## config.mk

```make
export PLATFORM = sky130hd
export DESIGN_NAME = sort_job_scheduler
export DESIGN_NICKNAME = d
export VERILOG_FILES = /design/src/rtl/sort_job_scheduler.sv
export SDC_FILE = /design/constraint.sdc
export NUM_CORES = 1
export LEC_CHECK = 0
export BUFFER_PORTS_ARGS = -buffer_cell sky130_fd_sc_hd__buf_2
export CORE_AREA = 2 2 184 186
export CTS_CLUSTER_DIAMETER = 30
export DETAILED_ROUTE_END_ITERATION = 16
export DIE_AREA = 0 0 186 188
export GPL_TIMING_DRIVEN = 1
export PLACE_DENSITY_LB_ADDON = 0.2
export SLEW_MARGIN = 5
export SYNTH_ARGS = -nofsm -noshare
export SYNTH_HDL_FRONTEND = slang
export SYNTH_SLANG_ARGS = --single-unit
export TNS_END_PERCENT = 5
```

## constraint.sdc

```tcl
create_clock -name i_clk -period 3.9 [get_ports i_clk]
set_input_delay 0.585 -clock i_clk [delete_from_list [all_inputs] [get_ports i_clk]]
set_output_delay 0.585 -clock i_clk [all_outputs]
set_load 0.02 [all_outputs]
```

## src/rtl/sort_job_scheduler.sv

```systemverilog
// Round-robin front end that shares one sort core among several requesters.
// It also watches each core job with a timeout and returns the result tagged with the requester ID.
module sort_job_scheduler #(
  parameter int SIZE_DATA  = 8,
  parameter int NUM_VALS   = 8,
  parameter int NUM_REQ    = 4,
  parameter int MAX_CYCLES = 256,
  parameter int ID_W       = $clog2(NUM_REQ)
) (
  input  logic                                  i_clk,
  input  logic                                  i_rst,
  input  logic [NUM_REQ-1:0]                    i_req,
  input  logic [NUM_REQ*NUM_VALS*SIZE_DATA-1:0] i_req_data,
  output logic [NUM_REQ-1:0]                    o_req_ack,
  output logic                                  o_sort_start,
  output logic [NUM_VALS*SIZE_DATA-1:0]         o_sort_data,
  input  logic [NUM_VALS*SIZE_DATA-1:0]         i_sort_data,
  input  logic                                  i_sort_done,
  output logic                                  o_sort_clr,
  output logic                                  o_rsp_valid,
  input  logic                                  i_rsp_ready,
  output logic [ID_W-1:0]                       o_rsp_id,
  output logic [NUM_VALS*SIZE_DATA-1:0]         o_rsp_data,
  output logic                                  o_rsp_err,
  output logic                                  o_busy
);

  localparam int VEC_W = NUM_VALS * SIZE_DATA;
  localparam int CNT_W = (MAX_CYCLES > 2) ? $clog2(MAX_CYCLES) : 1;

  typedef enum logic [2:0] {IDLE, LAUNCH, BUSY, CLEAR, RESP} state_t;

  state_t             state;
  logic [ID_W-1:0]    rr_ptr;
  logic [ID_W-1:0]    job_id;
  logic [CNT_W-1:0]   cnt;

  logic               win_found;
  logic [ID_W-1:0]    win_id;
  logic [ID_W-1:0]    scan_id;
  logic [ID_W-1:0]    next_ptr;
  logic [VEC_W-1:0]   win_vec;
  logic [NUM_REQ-1:0] ack_vec;
  int                 scan_idx;

  // Scan from rr_ptr upward and wrap. The loop runs backwards, so the closest candidate is assigned last and wins.
  always_comb begin
    win_found = 1'b0;
    win_id    = '0;
    scan_id   = '0;
    scan_idx  = 0;
    for (int i = NUM_REQ - 1; i >= 0; i--) begin
      scan_idx = int'(rr_ptr) + i;
      if (scan_idx >= NUM_REQ) scan_idx = scan_idx - NUM_REQ;
      scan_id = ID_W'(scan_idx);
      if (i_req[scan_id]) begin
        win_found = 1'b1;
        win_id    = scan_id;
      end
    end
  end

  always_comb begin
    win_vec = '0;
    for (int k = 0; k < NUM_REQ; k++) begin
      if (win_id == ID_W'(k)) win_vec = i_req_data[k*VEC_W +: VEC_W];
    end
  end

  assign ack_vec  = NUM_REQ'(1) << win_id;
  assign next_ptr = (win_id == ID_W'(NUM_REQ - 1)) ? '0 : win_id + ID_W'(1);

  assign o_sort_clr = i_rst | (state == CLEAR);
  assign o_busy     = (state != IDLE);

  always_ff @(posedge i_clk) begin
    if (i_rst) begin
      state        <= IDLE;
      rr_ptr       <= '0;
      cnt          <= '0;
      job_id       <= '0;
      o_req_ack    <= '0;
      o_sort_start <= 1'b0;
      o_sort_data  <= '0;
      o_rsp_valid  <= 1'b0;
      o_rsp_id     <= '0;
      o_rsp_data   <= '0;
      o_rsp_err    <= 1'b0;
    end else begin
      o_req_ack    <= '0;
      o_sort_start <= 1'b0;
      case (state)
        IDLE: begin
          if (win_found) begin
            o_sort_data  <= win_vec;
            job_id       <= win_id;
            rr_ptr       <= next_ptr;
            o_req_ack    <= ack_vec;
            o_sort_start <= 1'b1;
            state        <= LAUNCH;
          end
        end
        // Any done seen here belongs to an earlier core run and is ignored.
        LAUNCH: begin
          cnt   <= '0;
          state <= BUSY;
        end
        BUSY: begin
          if (i_sort_done) begin
            o_rsp_data  <= i_sort_data;
            o_rsp_err   <= 1'b0;
            o_rsp_id    <= job_id;
            o_rsp_valid <= 1'b1;
            state       <= RESP;
          end else if (cnt == CNT_W'(MAX_CYCLES - 1)) begin
            cnt   <= '0;
            state <= CLEAR;
          end else begin
            cnt <= cnt + CNT_W'(1);
          end
        end
        // Hold the core in clear for two cycles, then report a timeout.
        CLEAR: begin
          if (cnt == CNT_W'(1)) begin
            o_rsp_data  <= '0;
            o_rsp_err   <= 1'b1;
            o_rsp_id    <= job_id;
            o_rsp_valid <= 1'b1;
            state       <= RESP;
          end else begin
            cnt <= cnt + CNT_W'(1);
          end
        end
        RESP: begin
          if (i_rsp_ready) begin
            o_rsp_valid <= 1'b0;
            state       <= IDLE;
          end
        end
        default: state <= IDLE;
      endcase
    end
  end

endmodule
```

* Yosys cells after proc, flatten, opt, wreduce, memory -nomap -nowiden *
Cells that the tools add are included.

word-level totals
  output and inout port bits = 139
  bits in writable memories = 0
  flip-flop bits (word level) = 152
  input bits = 328
  logic and storage cells = 109
  ROM bits = 0
  latch bits = 0
  memories kept = 0

cells by class
  mux-type cells = 48
  magnitude comparators = 8
  bitwise logic cells = 3
  divide/modulo/power cells = 0
  shifts and indexed selects = 1
  eq/ne operators = 16
  reduce and logical (&&, ||, !) cells = 13
  multipliers = 0
  $add $sub $neg = 9

operators with widths
  kind                   count
  $mux W64               6
  $pmux W64 S2           1
  $mux W8                3
  $pmux W8 S3            1
  $mux W2                11
  $mux W3                5
  $pmux W3 S5            1
  $mux W1                13
  $lt A2 B3 Y1 const B   4
  $ne A2 B2 Y1 const B   5
  $ge A3 B3 Y1 const B   3
  $reduce_bool A3 Y1     3
  $add A8 B1 Y8 const B  1
  $bmux W1 S2            4
  $eq A8 B1 Y1 const B   1
  $eq A8 B8 Y1 const B   1
  $reduce_and A4 Y1      2
  $sub A2 B1 Y2 const B  4
  $add A2 B2 Y3 const B  2
  $eq A3 B2 Y1 const B   2
  $reduce_and A3 Y1      2
  $eq A2 B2 Y1 const B   2
  $pmux W2 S2            1
  $shl A1 B2 Y4 const A  1
  18 further kinds       19

* Longest topological paths before layout *
  depth after elaboration = 14
  depth in mapped cells = 11
  mapped depth without buffers = 9

* Worst setup path after synthesis *
OpenSTA, ideal clock, no wires.

  path type = input to register
  start = input port i_req[0]
  end = register o_sort_data[0]
  setup time = 78 ps
  required time = 3822 ps
  setup slack = 971 ps
  stages on the path = 11
  data arrival time = 2851 ps
  buffers on the path = 3
  path through = nor2b_1 o21ba_2 or3_1 inv_1 ha_1 buf_2 clkbuf_1 buf_1 a221oi_1 o311a_1 nor3_1

on the way
  cells in the longest elaborated chain, start to end = 11
  elaborated cells on any way between the ends = 25
  those cells by class = eq/ne (3); mux (20); reduce/logical (2)

ends and longest elaborated chain
  what                           line  text
  start, declared                12    input logic [NUM_REQ-1:0] i_req,
  $bmux W1 S2                    56    if (i_req[scan_id]) begin
  $mux W1 (not written as such)  56
  $mux W2 (3 in a row)           56
  $mux W2 *                      56
  named net win_id[0]            39    logic [ID_W-1:0] win_id;
  $logic_not A2 Y1               66    if (win_id == ID_W'(k)) win_vec = i_req_data[k*VEC_W +: VEC_W];
  $mux W64 (3 in a row)          66
  $mux W64 *                     66
  end signal, assigned           95    o_sort_data <= win_vec;
  end, declared                  16    output logic [NUM_VALS*SIZE_DATA-1:0] o_sort_data,

Mark *: on every way through the listed nets, which the timed path passes. The rest lies on a longest branch. The select of a mux whose other input is x is not followed.
A chain may end at the register's enable or synchronous reset.

* Final worst setup path *
  start = register rr_ptr[1]
  end = register o_sort_data[55]

on the way
  cells in the longest elaborated chain, start to end = 14
  elaborated cells on any way between the ends = 40
  those cells by class = add/sub (7); order compare (4); eq/ne (3); mux (24); reduce/logical (2)

ends and longest elaborated chain
  what                                           line  text
  start, declared                                34    logic [ID_W-1:0] rr_ptr;
  start signal, assigned                         97    rr_ptr <= next_ptr;
  $add A2 B2 Y3                                  53    scan_idx = int'(rr_ptr) + i;
  $ge A3 B3 Y1 or $sub A2 B1 Y2 (tied branches)  54    if (scan_idx >= NUM_REQ) scan_idx = scan_idx - NUM_REQ;
  $mux W2                                        54
  $bmux W1 S2                                    56
  $mux W1 (not written as such)                  56
  $mux W2 (3 in a row)                           56
  $mux W2 *                                      56
  named net win_id[1]                            39
  $logic_not A2 Y1                               66
  $mux W64 (3 in a row)                          66
  $mux W64 *                                     66

Marks and branches as above.

==> metrics.md <==
| Metric | Value |
|---|---|
| Clk_skew | `0.01546 ns` |
| Yosys top cell area share | `37.54%` |
| P&R area growth vs syn | `41.87%` |
| Power per cell area | `506.1 mW/mm2` |
| Seq/Total Area, Yosys | `37.54%` |
| Die Y | `188 um` |
| Required time of the critical path | `4.24 ns` |
| First drt pass iteration count | `5` |
| Synth Area per Inst | `7.948 um2` |
| Pin count of the biggest net entering global routing | `95` |
| Final Max Slew Viols | `0` |
| Worst EP arrival | `3.19 ns` |
| Crit path max fanout | `63` |
| Crit-path cells | `a21o_1 -> a21boi_0 -> o22ai_1 -> inv_1 -> ha_4 -> buf_4 -> nor2b_1 -> o311a_1 -> nor3_1` |
| WL per Instance | `18.72 um` |
| Largest family of logic cells by synthesized area | `simple AND/OR/NAND/NOR gates` |
| GRT Util Overall | `19.26%` |
| Slowest stage cell, crit path | `o22ai_1` |
| Netlist Area Pre-Place | `0.008107 mm2` |
| Syn Nets | `1354` |
| Clock-pin slew of the registers on the worst-case setup and hold paths | `0.08 ns` |
| R2R setup slack | `1.05 ns` |
| Status | `finished, final reports clean` |
| Critical path depth | `9` |
| Hpwl dp | `26.57 mm` |
| Post-CTS sizing | `0` |
| Final period utilization | `72.98%` |
| Slowest stage delay, CP | `0.49 ns` |
| Min-delay src | `i_sort_data[36]` |
| Reg2reg start | `rr_ptr[1]$_SDFFE_PP0N_` |
| Clock root cell | `clkbuf_16` |
| Hold Fails Final Rpt | `0` |
| Total routed wirelength | `35.35 mm` |
| Clock Sinks | `152` |
| DRT iter0 DRCs | `406` |
| Nets | `1750` |
| Setup TNS | `0 ns` |
| Max-cap violation count | `0` |
| Max-Slew Margin vs Limit | `27.30%` |
| Synth unique cells | `41` |
| Skew-Pair Late Insertion Delay | `0.43 ns` |
| RSZ-0062 raised after global routing | `false` |
| Hold crit path type | `in -> reg` |
| Top delay family on crit path | `compound AO/OA/AOI/OAI gates` |
| Fin worst setup slack | `1.054 ns` |
| Worst slew pin tran | `1.091 ns` |
| Mapped Cells | `1020` |
| Synth Area in Compound Gates | `21.42%` |
| Layout cells sized above 1 | `39.19%` |
| Pre-CTS setup slack | `0.7049 ns` |
| Synth Flop Type | `dfxtp_1` |
| Synth Area in Simple Gates | `33.48%` |
| Port bufs | `466` |
| Worst Hold Depth | `3` |
| Core area | `0.03311 mm2` |
| Fmax | `351.3 MHz` |
| First-pass GRT wire length | `51.52 mm` |
| Die W | `186 um` |
| Fill count | `3593` |
| Crit Path Class | `reg -> reg` |
| CTS buffer count | `17` |
| Gpl congestion | `0.8558` |
| H-tree levels | `4` |
| Drc violations | `0` |
| Initial antenna violation count | `18` |
| Overflow after GRT | `0` |
| Top post-synthesis cells by area | `dfxtp_1 38%, nor2b_1 10%, o311a_1 7.9%` |
| Hold Path Sink | `o_rsp_data[36]$_SDFFE_PP0P_` |
| Synth area leader | `dfxtp_1` |
| Crit path time final | `2.846 ns` |
| LEAKAGE | `5.079 nW` |
| Post-CTS Repair Setup Buffers | `0` |
| Core Rows | `67` |
| Post-Synth XOR/XNOR Area | `0%` |
| DR vias/cell | `4.869` |
| Mux contribution to synthesized area | `0.6174%` |
| YS warnings | `0` |
| Buf+Inv Stages, Crit Path | `2` |
| EDFF count, synth | `0` |
| Vias in the first global route | `8685` |
| Worst VDD drop | `302.9 uV` |
| # hold bufs at CTS | `0` |
| CP Launch Type | `flop` |
| Yosys reg bits | `152` |
| Crit end category | `flop` |
| Die ar. | `0.03497 mm2` |
| Via count | `9197` |
| Clock Tree Buf Depth | `2` |
| Initial core utilization | `24.48%` |
| Finish-stage setup viols | `0` |
| Reg-to-Reg End | `o_sort_data[55]$_SDFFE_PP0N_` |
| Fraction of registers with async set or reset after synthesis | `0%` |
| Hold slack | `0.3776 ns` |
| CTS tree | `built` |
| Post-DRT Antenna Nets | `0` |
| I/O Pins | `467` |
| Adder-cell share of the synthesized area | `0.9261%` |
| Reg2Reg Depth | `9` |
cell usage after synthesis, types with 4 or more instances:
master and number:
ha_1 6, a21oi_1 72, nor3_1 75, a21boi_0 4, mux2i_1 5, a221oi_1 64, inv_1 7, buf_2 21
nand3_2 30, nand2_1 134, nand2b_1 4, buf_1 8, nor2_1 73, nor2b_1 131, dfxtp_1 152, clkbuf_1 75
nand3_1 46, buf_6 4, nand3b_1 6, or3_1 5, o21ai_0 4, o311a_1 64
routing by layer:
metal  vias to the layer above  track usage, %  wire (um)
met5                         -               0         88
met4                        14           7.117        979
met3                        50           6.778       3120
met2                       342           32.20      17020
met1                      4302           22.53      14140
li1                       4489               -          -
sequential cells by signal, indices dropped and copies added (netlist names), 2 cells and up:
name         count
o_sort_data     64
cnt              8
rr_ptr           2
job_id           2
o_req_ack        4
state            3
o_rsp_id         2
o_rsp_data      64
per-stage QoR:
| stage | std cells | area (um2) | power, mW | utilization [%] |
|---|---|---|---|---|
| 5_1_grt | 1885 | 11490 | 6.168 | 34.70 |
| 4_1_cts | 1877 | 11470 | 5.920 | 34.64 |
| 2_1_floorplan | 1020 | 8107 | 3.276 | - |
| 3_5_place_dp | 1845 | 10850 | 4.091 | 32.75 |
| 3_3_place_gp | 1845 | 10850 | 4.083 | 32.75 |
| 6_report | 1889 | 11500 | 5.821 | 34.73 |
area by class of cell:
type                    count  area, um2  share of cell area [%]
inverters                   7      26.28                  0.2285
well taps                 448      560.5                   4.874
clock inverters            15      200.2                   1.741
multi-input cells         753       4638                   40.33
flip-flops and latches    152       3043                   26.46
diodes                     12      30.03                  0.2611
repair buffers            485       2577                   22.41
clock buffers              17      425.4                   3.699
power breakdown:
| part | leakage (nW) | switching (mW) | total (mW) | internal (mW) |
|---|---|---|---|---|
| combinational | 3.53 | 1.27 | 2.16 | 0.887 |
| sequential | 1.24 | 0.121 | 1.88 | 1.76 |
| clock | 0.305 | 0.850 | 1.78 | 0.934 |
cell usage in the layout, fill, tap and decap left out, types with 5 or more instances in the layout:
| cell | netlist | final |
|---|---|---|
| buf_2 | 21 | 465 |
| dfxtp_1 | 152 | 152 |
| nand2_1 | 134 | 134 |
| nor2b_1 | 131 | 131 |
| nor3_1 | 75 | 75 |
| nor2_1 | 73 | 72 |
| a21oi_1 | 72 | 72 |
| a221oi_1 | 64 | 64 |
| o311a_1 | 64 | 64 |
| nand3_1 | 46 | 45 |
| nand3_2 | 30 | 30 |
| clkbuf_16 | 0 | 17 |
| diode_2 | 0 | 12 |
| buf_4 | 0 | 12 |
| buf_12 | 0 | 8 |
| inv_1 | 7 | 7 |
| nand3b_1 | 6 | 6 |
| mux2i_1 | 5 | 5 |
| clkinv_8 | 0 | 5 |
worst register-to-register path: stages, from the launching register on:
cell and delay [ns]:
dfxtp_1 0.41, a21o_1 0.13, a21boi_0 0.07, o22ai_1 0.49, inv_1 0.28, ha_4 0.42
buf_4 0.31, nor2b_1 0.15, o311a_1 0.33, nor3_1 0.16
kinds of logic (layout without fill, tap and decap cells):
kind of cell,count (synthesis),count (layout)
other,0,12
multiplexers,5,5
flip-flops,152,152
adder cells (fa/ha/maj),6,6
AND/OR/NAND/NOR,518,518
buffers and inverters,115,524
AO/OA/AOI/OAI,224,224
how the worst max path moves through the flow:
stage / slack, ns / end / start
CTS: 1.03 / o_sort_data[55]$_SDFFE_PP0N_ / rr_ptr[1]$_SDFFE_PP0N_
global route: 0.81 / o_sort_data[35]$_SDFFE_PP0N_ / rr_ptr[1]$_SDFFE_PP0N_
finish: 1.05 / o_sort_data[55]$_SDFFE_PP0N_ / rr_ptr[1]$_SDFFE_PP0N_
global placement: 0.75 / o_sort_data[55]$_SDFFE_PP0N_ / i_req[0]
floorplan: 0.97 / o_sort_data[0]$_SDFFE_PP0N_ / i_req[0]
detailed placement: 0.70 / o_sort_data[39]$_SDFFE_PP0N_ / i_req[0]
Power figures use the tool's default switching activity.
